## config.mk

```make
export PLATFORM = sky130hd
export DESIGN_NAME = bus_mailbox
export DESIGN_NICKNAME = d
export VERILOG_FILES = /design/src/rtl/bus_mailbox.sv
export SDC_FILE = /design/constraint.sdc
export NUM_CORES = 1
export LEC_CHECK = 0
export CAP_MARGIN = 20
export CORE_MARGIN = 4
export CORE_UTILIZATION = 52
export CTS_CLUSTER_SIZE = 28
export DETAILED_ROUTE_END_ITERATION = 8
export PLACE_DENSITY = 0.73
export SYNTH_ARGS = -nofsm -noshare
export SYNTH_HDL_FRONTEND = slang
export SYNTH_SLANG_ARGS = --single-unit
```

## constraint.sdc

```tcl
create_clock -name clk_in -period 5.4 [get_ports clk_in]
set_input_delay 1.08 -clock clk_in [delete_from_list [all_inputs] [get_ports clk_in]]
set_output_delay 1.08 -clock clk_in [all_outputs]
set_load 0.02 [all_outputs]
```

## src/rtl/bus_mailbox.sv

```systemverilog
// Mailbox bus responder: DATA pushes/pops an internal FIFO; STATUS/CTRL/THRESH registers plus a level interrupt.
// Optional PEEK register at offset 0x10 when BUS_MAILBOX_PEEK_EN is defined.
module bus_mailbox #(
  parameter int DataWidth    = 32,
  parameter int AddressWidth = 32,
  parameter int Depth        = 8
) (
  input  logic                    clk_in,
  input  logic                    reset_n_in,
  input  logic                    req_in,
  input  logic [AddressWidth-1:0] addr_in,
  input  logic                    we_in,
  input  logic [DataWidth-1:0]    wdata_in,
  output logic [DataWidth-1:0]    rdata_out,
  output logic                    irq_out
);

  localparam int PtrWidth   = $clog2(Depth);
  localparam int CountWidth = $clog2(Depth) + 1;

  logic [DataWidth-1:0]  mem [Depth];
  logic [PtrWidth-1:0]   wr_ptr, rd_ptr, wr_ptr_n, rd_ptr_n;
  logic [CountWidth-1:0] count, count_n, thresh, thresh_n;
  logic                  overflow, underflow, irq_en;
  logic                  overflow_n, underflow_n, irq_en_n, irq_n;
  logic [DataWidth-1:0]  rdata_n;
  logic [DataWidth-1:0]  status_word;
  logic                  empty, full, push_ok;
  logic [2:0]            sel;

  // Base matching happens upstream; only the register-select bits matter here.
  logic unused_addr;
  assign unused_addr = ^{addr_in[AddressWidth-1:5], addr_in[1:0]};

  assign sel   = addr_in[4:2];
  assign empty = (count == '0);
  assign full  = (count == CountWidth'(Depth));

  always_comb begin
    status_word                   = '0;
    status_word[0]                = empty;
    status_word[1]                = full;
    status_word[2]                = overflow;
    status_word[3]                = underflow;
    status_word[8 +: CountWidth]  = count;
  end

  always_comb begin
    wr_ptr_n    = wr_ptr;
    rd_ptr_n    = rd_ptr;
    count_n     = count;
    thresh_n    = thresh;
    overflow_n  = overflow;
    underflow_n = underflow;
    irq_en_n    = irq_en;
    rdata_n     = '0;
    push_ok     = 1'b0;
    if (req_in) begin
      if (we_in) begin
        case (sel)
          3'd0: begin
            if (full) begin
              overflow_n = 1'b1;
            end else begin
              push_ok  = 1'b1;
              wr_ptr_n = wr_ptr + 1'b1;
              count_n  = count + 1'b1;
            end
          end
          3'd2: begin
            if (wdata_in[1]) begin
              overflow_n  = 1'b0;
              underflow_n = 1'b0;
            end
            irq_en_n = wdata_in[2];
            if (wdata_in[0]) begin
              wr_ptr_n = '0;
              rd_ptr_n = '0;
              count_n  = '0;
            end
          end
          3'd3: thresh_n = wdata_in[CountWidth-1:0];
          default: ;
        endcase
      end else begin
        case (sel)
          3'd0: begin
            if (empty) begin
              underflow_n = 1'b1;
            end else begin
              rdata_n  = mem[rd_ptr];
              rd_ptr_n = rd_ptr + 1'b1;
              count_n  = count - 1'b1;
            end
          end
          3'd1: rdata_n = status_word;
          3'd2: rdata_n[2] = irq_en;
          3'd3: rdata_n[CountWidth-1:0] = thresh;
`ifdef BUS_MAILBOX_PEEK_EN
          3'd4: rdata_n = empty ? '0 : mem[rd_ptr];
`endif
          default: ;
        endcase
      end
    end
    irq_n = irq_en_n && (thresh_n != '0) && (count_n >= thresh_n);
  end

  always_ff @(posedge clk_in or negedge reset_n_in) begin
    if (!reset_n_in) begin
      wr_ptr    <= '0;
      rd_ptr    <= '0;
      count     <= '0;
      thresh    <= '0;
      overflow  <= 1'b0;
      underflow <= 1'b0;
      irq_en    <= 1'b0;
      rdata_out <= '0;
      irq_out   <= 1'b0;
    end else begin
      wr_ptr    <= wr_ptr_n;
      rd_ptr    <= rd_ptr_n;
      count     <= count_n;
      thresh    <= thresh_n;
      overflow  <= overflow_n;
      underflow <= underflow_n;
      irq_en    <= irq_en_n;
      rdata_out <= rdata_n;
      irq_out   <= irq_n;
    end
  end

  // Storage is deliberately left out of reset; flush only moves the pointers.
  always_ff @(posedge clk_in) begin
    if (push_ok) mem[wr_ptr] <= wdata_in;
  end

endmodule

```

==> key figures, run 1 <==
Outcome
  • Outcome: finished, final reports clean

STA
  • Final setup violation count: 0
  • Setup_tns: 0 ps
  • Hold WS: 539 ps
  • Crit path time final: 3570 ps
  • Final Max Tran Viols: 0
  • Clk_skew: 7.41 ps
  • Period utilisation layout: 66.2%
  • Fmax achieved: 280 MHz
  • Rel. slew slack: 41.5%
  • Tightest Pin Transition: 878 ps
  • Final Hold Viols: 0
  • RSZ-0062 raised after global routing: false

CTS
  • Setup Fix Bufs, Post-CTS: 0
  • # resized after CTS: 0
  • Max Buffers Root-to-Sink: 3
  • TritonCTS Buffers: 29
  • CTS tree: done
  • Clock sink total: 306
  • CTS Root Cell: clkbuf_16
  • Worst-path clk slew: 60 ps
  • Clock Latency Late Sink: 540 ps
  • H-tree lvl count: 1
  • CTS Hold Bufs: 0

Yosys
  • Seq/Total Area, Yosys: 75.9%
  • Top-count cell post-synth: edfxtp_1
  • Yosys top cell area share: 65.3%
  • Top FF cell, synth: edfxtp_1
  • Number of enable flip-flop cells after synthesis: 256
  • Synth Area per Inst: 20.2 µm²
  • Synth top cells by count: edfxtp_1, mux4_2, dfrtp_1
  • Mapped Area: 11,800 µm²
  • Syn Nets: 658
  • Warning count from the yosys run: 0
  • Syn Inst Count: 582
  • Yosys top cell by area: edfxtp_1
  • Synth area leaders: edfxtp_1, mux4_2, dfrtp_1
  • Synth unique cells: 49
  • Number of register bits inferred by synthesis: 306
  • FFs w/ async S/R, synth: 16.3%

Global routing
  • Vias in the first global route: 6,110
  • Largest net degree at the start of global routing: 51
  • Grt total ovfl: 0
  • Global-route wire length before repair: 36.1 mm
  • Initial antenna violation count: 0
  • All-Layer GR Usage: 19.0%

Floorplan
  • IO Pins: 101
  • Core box area: 22,000 µm²
  • DIE AREA: 25,100 µm²
  • Height of the chip: 158 µm
  • Initial Util: 53.4%
  • Row Count: 54
  • Die Wd: 158 µm

Final layout
  • # diodes: 0
  • Area growth syn-to-layout: 17.3%
  • Fillers: 1,502
  • Final nets: 748
  • Layout cells sized above 1: 20.3%

Min path
  • Worst min path class: register to register

Detailed routing
  • Antenna viol nets, final: 0
  • Routed WL per cell: 23.6 µm
  • Router iterations before antenna repair: 5
  • Final wirelength: 23.0 mm
  • # DRC: 0
  • Via count: 5,808
  • Starting DRT DRC Count: 484
  • Via density: 5.96

Power and ir drop
  • P_leak: 0.00460 µW
  • Clock power frac: 35.6%
  • Gate power share: 13.9%
  • Part of the power in registers: 50.5%
  • Max IR drop VDD: 0.000264 V
  • Internal: 4150 µW
  • Pwr dens: 393 nW/µm²
  • Switching component of the power: 1280 µW
  • Sw Ratio: 23.6%

Worst setup path
  • Max incr delay on CP: 560 ps
  • Worst Path Required: 5630 ps
  • CP startpoint kind: primary input
  • Most frequent CP cell: nor3_2
  • Critical path arrival: 3800 ps
  • CP endpoint kind: register
  • Critical path peak fanout: 27
  • CP cell instances: clkdlybuf4s50_1 -> buf_4 -> or3_1 -> nor3_2 -> nand2_1 -> nor3_2 -> buf_12
  • Slowest-stage cell, CP: nor3_2
  • Crit Path Category: primary input to register

Placement
  • IO buf count: 71
  • Final Wtd Congestion: 0.826
  • Detail Placement HPWL: 12.6 mm

Job
  • Max-Cap Viols: 0
-- metrics by stage --
stage          instance area [µm²]  worst slack [ps]  util, %  std cells  power, µW
2_1_floorplan                11800               696        -        582       3330
3_3_place_gp                 12900              1320     58.5        921       3520
3_5_place_dp                 12900              1320     58.5        921       3550
4_1_cts                      13800              1850     62.7        974       5480
5_1_grt                      13800              1670     62.7        974       5660
6_report                     13800              1830     62.7        974       5420
-- cell type report --
type | count | area, µm² | area share [%]
inverter | 10 | 37.5 | 0.272
sequential | 306 | 8940 | 64.8
clock inverter | 14 | 96.3 | 0.698
tap | 280 | 350 | 2.54
multi-input combinational | 238 | 2700 | 19.5
timing repair buffer | 87 | 863 | 6.25
clock buffer | 39 | 823 | 5.96
-- power by group through the flow --
stage | clock network, µW | registers (µW) | logic (µW)
2_1_floorplan | 0 | 2700 | 637
3_3_place_gp | 0 | 2790 | 733
3_5_place_dp | 0 | 2790 | 757
4_1_cts | 1970 | 2740 | 763
5_1_grt | 2070 | 2760 | 820
6_report | 1930 | 2740 | 753
-- kinds of logic after synthesis --
kind of cell	share of synthesized area, %
muxes	15.6
and+or+nand+nor	3.41
adders and majority gates	0.850
AOI/OAI and AO/OA	2.53
DFF	75.9
buffers and inverters	1.64
-- placed cells by master (no fill, tap or decap), types with 2 or more instances in the layout --
master and n:
edfxtp_1 256, clkdlybuf4s50_1 70, mux4_2 63, dfrtp_1 47, mux2i_1 40, nor2_1 29, clkbuf_16 29, nand2_1 15
buf_4 13, inv_1 10, o21ai_0 9, ha_1 8, nand2b_1 6, nand3_1 6, nor2_4 6, clkinv_2 6
clkbuf_8 6, a21oi_1 5, o32ai_1 4, clkbuf_1 4, clkinv_1 4, or3_1 3, a31oi_1 3, nor2b_1 3
a211oi_1 3, nor3_2 3, o22ai_1 3, buf_12 3, o211ai_1 2, mux2_2 2, nor3_1 2, nor4_1 2
dfrtp_2 2
-- metal layers --
layer | GRT usage, % | share of wire (%)
met5 | 0 | 0
met2 | 30.8 | 49
met1 | 27.5 | 43
met3 | 2.77 | 6.0
met4 | 5.61 | 2.0
-- critical path, delay by kind of cell --
kind / cells / cell delay, ps
simple gates: 4 / 1790
buf+inv: 3 / 920
-- registers in the layout, indices dropped and copies added (netlist names) --
register and count:
count 4, irq_en 1, irq_out 1, mem 256, overflow 1, rd_ptr 3
rdata_out 32, thresh 4, underflow 1, wr_ptr 3
-- worst paths after layout --
kind / slack [ps] / end / depth (start not counted) / start
hold / removal: 540 / wr_ptr[0]$_DFFE_PN0P_ / 2 / wr_ptr[0]$_DFFE_PN0P_
hold reg to reg: 540 / wr_ptr[0]$_DFFE_PN0P_ / 2 / wr_ptr[0]$_DFFE_PN0P_
min in group asynchronous: 690 / rdata_out[3]$_DFF_PN0_ / 2 / reset_n_in
setup reg to reg: 2080 / irq_out$_DFF_PN0_ / 10 / count[0]$_DFF_PN0_
setup / recovery: 1830 / mem[1][12]$_DFFE_PP_ / 7 / addr_in[3]
max in group asynchronous: 4160 / rd_ptr[0]$_DFFE_PN0P_ / 2 / reset_n_in
(Power assumes the default switching activity.)
==> inputs of run 2 (changes only) <==
Clock period 5.4 ns to 3.6 ns, I/O delays scaled along.
==> key figures, run 2 (synthesis gave the netlist of run 1 again) <==
STA
  • Setup_tns: 0 ps (unchanged)
  • Final Hold Viols: 0 (unchanged)
  • Tightest Pin Transition: 962 ps (was 878 ps)
  • Period utilisation layout: 85.3%
  • Rel. slew slack: 35.9% (was 41.5%)
  • Hold WS: 235 ps (was 539 ps)
  • Fmax achieved: 326 MHz
  • Crit path time final: 3070 ps
  • Final setup violation count: 0 (unchanged)
  • Final Max Tran Viols: 0 (unchanged)
  • RSZ-0062 raised after global routing: false (unchanged)
  • Clk_skew: 14.9 ps (was 7.41 ps)

CTS
  • Setup Fix Bufs, Post-CTS: 0 (unchanged)
  • CTS tree: done (unchanged)
  • Worst-path clk slew: 60 ps (about the same)
  • CTS Hold Bufs: 0 (unchanged)
  • CTS Root Cell: clkbuf_16 (unchanged)
  • # resized after CTS: 0 (unchanged)
  • H-tree lvl count: 1 (unchanged)
  • Clock Latency Late Sink: 550 ps (was 540 ps)
  • Max Buffers Root-to-Sink: 3 (unchanged)
  • TritonCTS Buffers: 30 (was 29)
  • Clock sink total: 306 (unchanged)

Worst setup path
  • Slowest-stage cell, CP: nor3b_1 (was nor3_2)
  • Crit Path Category: register to register (was primary input to register)
  • CP cell instances: inv_1 -> ha_1 -> nor3b_1 -> nor3_1 -> buf_4 -> a211oi_1 -> ha_1 -> o21ai_0 -> a21oi_1 -> o211a_1 (was clkdlybuf4s50_1 -> buf_4 -> or3_1 -> nor3_2 -> nand2_1 -> nor3_2 -> buf_12)
  • R2r startpoint: count[1]$_DFF_PN0_ (was count[0]$_DFF_PN0_)
  • Most frequent CP cell: ha_1 (was nor3_2)
  • Number of cells on the worst reg-to-reg path: 10 (unchanged)
  • Worst Path Required: 4020 ps (was 5630 ps)
  • Setup crit end: irq_out$_DFF_PN0_ (was mem[1][12]$_DFFE_PP_)
  • Max incr delay on CP: 660 ps (was 560 ps)
  • Critical Path Start: count[1]$_DFF_PN0_ (was addr_in[3])
  • Reg2reg setup slack: 530 ps (was 2080 ps)
  • Critical path peak fanout: 6 (was 27)
  • CP startpoint kind: register (was primary input)
  • CP endpoint kind: register (unchanged)
  • Critical path arrival: 3490 ps (was 3800 ps)
  • Worst r2r dst: irq_out$_DFF_PN0_ (unchanged)

Global routing
  • Initial antenna violation count: 1 (was 0)
  • Top Usage Layer GRT: met2 (unchanged)
  • Grt total ovfl: 0 (unchanged)
  • Met3 usage: 3.42% (was 2.77%)
  • Largest net degree at the start of global routing: 42 (was 51)
  • M2 GR Usage: 32.2% (was 30.8%)
  • All-Layer GR Usage: 19.3% (was 19.0%)
  • Global-route wire length before repair: 36.2 mm (was 36.1 mm)
  • Grt met1 use: 26.8% (was 27.5%)
  • Vias in the first global route: 6,155 (was 6,110)

Detailed routing
  • # DRC: 0 (unchanged)
  • Via count: 5,846 (was 5,808)
  • Starting DRT DRC Count: 514 (was 484)
  • Routed WL per cell: 23.6 µm (about the same)
  • Final wirelength: 23.4 mm (was 23.0 mm)
  • Router iterations before antenna repair: 5 (unchanged)
  • Antenna viol nets, final: 0 (unchanged)
  • Via density: 5.89 (was 5.96)

Power and ir drop
  • P_leak: 0.00472 µW (was 0.00460 µW)
  • Switching component of the power: 1950 µW (was 1280 µW)
  • Gate power share: 13.5% (was 13.9%)
  • Pwr dens: 592 nW/µm² (was 393 nW/µm²)
  • Clock power frac: 36.9% (was 35.6%)
  • Max IR drop VDD: 0.000478 V (was 0.000264 V)
  • Sw Ratio: 23.4% (was 23.6%)
  • Part of the power in registers: 49.6% (was 50.5%)
  • Internal: 6400 µW (was 4150 µW)

Placement
  • Detail Placement HPWL: 13.7 mm (was 12.6 mm)
  • Final Wtd Congestion: 0.828 (was 0.826)
  • IO buf count: 71 (unchanged)

Final layout
  • Max reg flops: 256 (unchanged)
  • # diodes: 0 (unchanged)
  • Area growth syn-to-layout: 19.7% (was 17.3%)
  • Most common cell after layout, fill and taps aside: edfxtp_1 (unchanged)
  • Layout cells sized above 1: 21.8% (was 20.3%)
  • Sequential cell area: 8940 µm² (unchanged)
  • Final nets: 764 (was 748)
  • Multi-input gate area: 2710 µm² (was 2700 µm²)
  • Top flop regs: mem x256, rdata_out x32 (unchanged)
  • Fillers: 1,484 (was 1,502)
  • Most frequent cells in the layout: edfxtp_1, clkdlybuf4s50_1, mux4_2, dfrtp_1, mux2i_1 (unchanged)
  • Top reg by flops: mem (unchanged)

Floorplan
  • Row Count: 54 (unchanged)
  • Initial Util: 53.4% (unchanged)
  • Core box area: 22,000 µm² (unchanged)
  • DIE AREA: 25,100 µm² (unchanged)
  • Die Wd: 158 µm (unchanged)
  • Height of the chip: 158 µm (unchanged)
  • IO Pins: 101 (unchanged)

Outcome
  • Outcome: finished, final reports clean (unchanged)

Min path
  • Worst min path class: primary input to asynchronous set/reset pin (was register to register)

Job
  • Max-Cap Viols: 0 (unchanged)
==> run 2: worst min-delay path by stage <==
stage	cells past startpoint	slack [ps]	to	from
after floorplan	0	420	count[0]$_DFF_PN0_	reset_n_in
after global placement	2	510	wr_ptr[0]$_DFFE_PN0P_	wr_ptr[0]$_DFFE_PN0P_
after detailed placement	2	520	overflow$_DFFE_PN0P_	overflow$_DFFE_PN0P_
after CTS	1	250	underflow$_DFFE_PN0P_	reset_n_in
after global routing	1	270	irq_en$_DFF_PN0_	reset_n_in
final	1	230	count[2]$_DFF_PN0_	reset_n_in
==> run 2: routing by layer <==
metal	vias to the layer above	share of wire, %
li1	2569	-
met1	3065	42
met3	34	5.4
met4	2	1.9
met5	-	0.034
met2	176	50
==> run 2: power by group through the flow <==
stage	registers [µW]	logic [µW]	clock network [µW]
4_1_cts	4150	1140	3150
3_3_place_gp	4220	1100	0
5_1_grt	4170	1240	3310
6_report	4140	1130	3080
2_1_floorplan	4050	955	0
3_5_place_dp	4220	1130	0
==> run 2: final cells by class <==
type                    instances  share of cell area (%)
multi-input cells             238                    19.2
inverters                      10                   0.266
clock buffers                  43                    5.97
well taps                     280                    2.49
repair buffers                102                    7.55
clock inverters                13                    1.02
flip-flops and latches        306                    63.5
==> run 2: critical path, delay by kind of cell, from the launching register on <==
kind,cells,cell delay [ps]
buf+inv,2,340
compound gates,4,810
flops,1,430
fa+ha+maj,2,570
simple gates,2,810
==> run 2: metrics by stage <==
step	util [%]	setup slack [ps]	cell area [µm²]	std cells	total power (µW)
finish	64.0	531	14100	992	8350
global route	64.0	353	14100	992	8710
CTS	64.0	532	14100	992	8440
detailed placement	59.5	249	13100	936	5350
global placement	59.5	285	13100	936	5320
floorplan	-	126	11800	582	5000
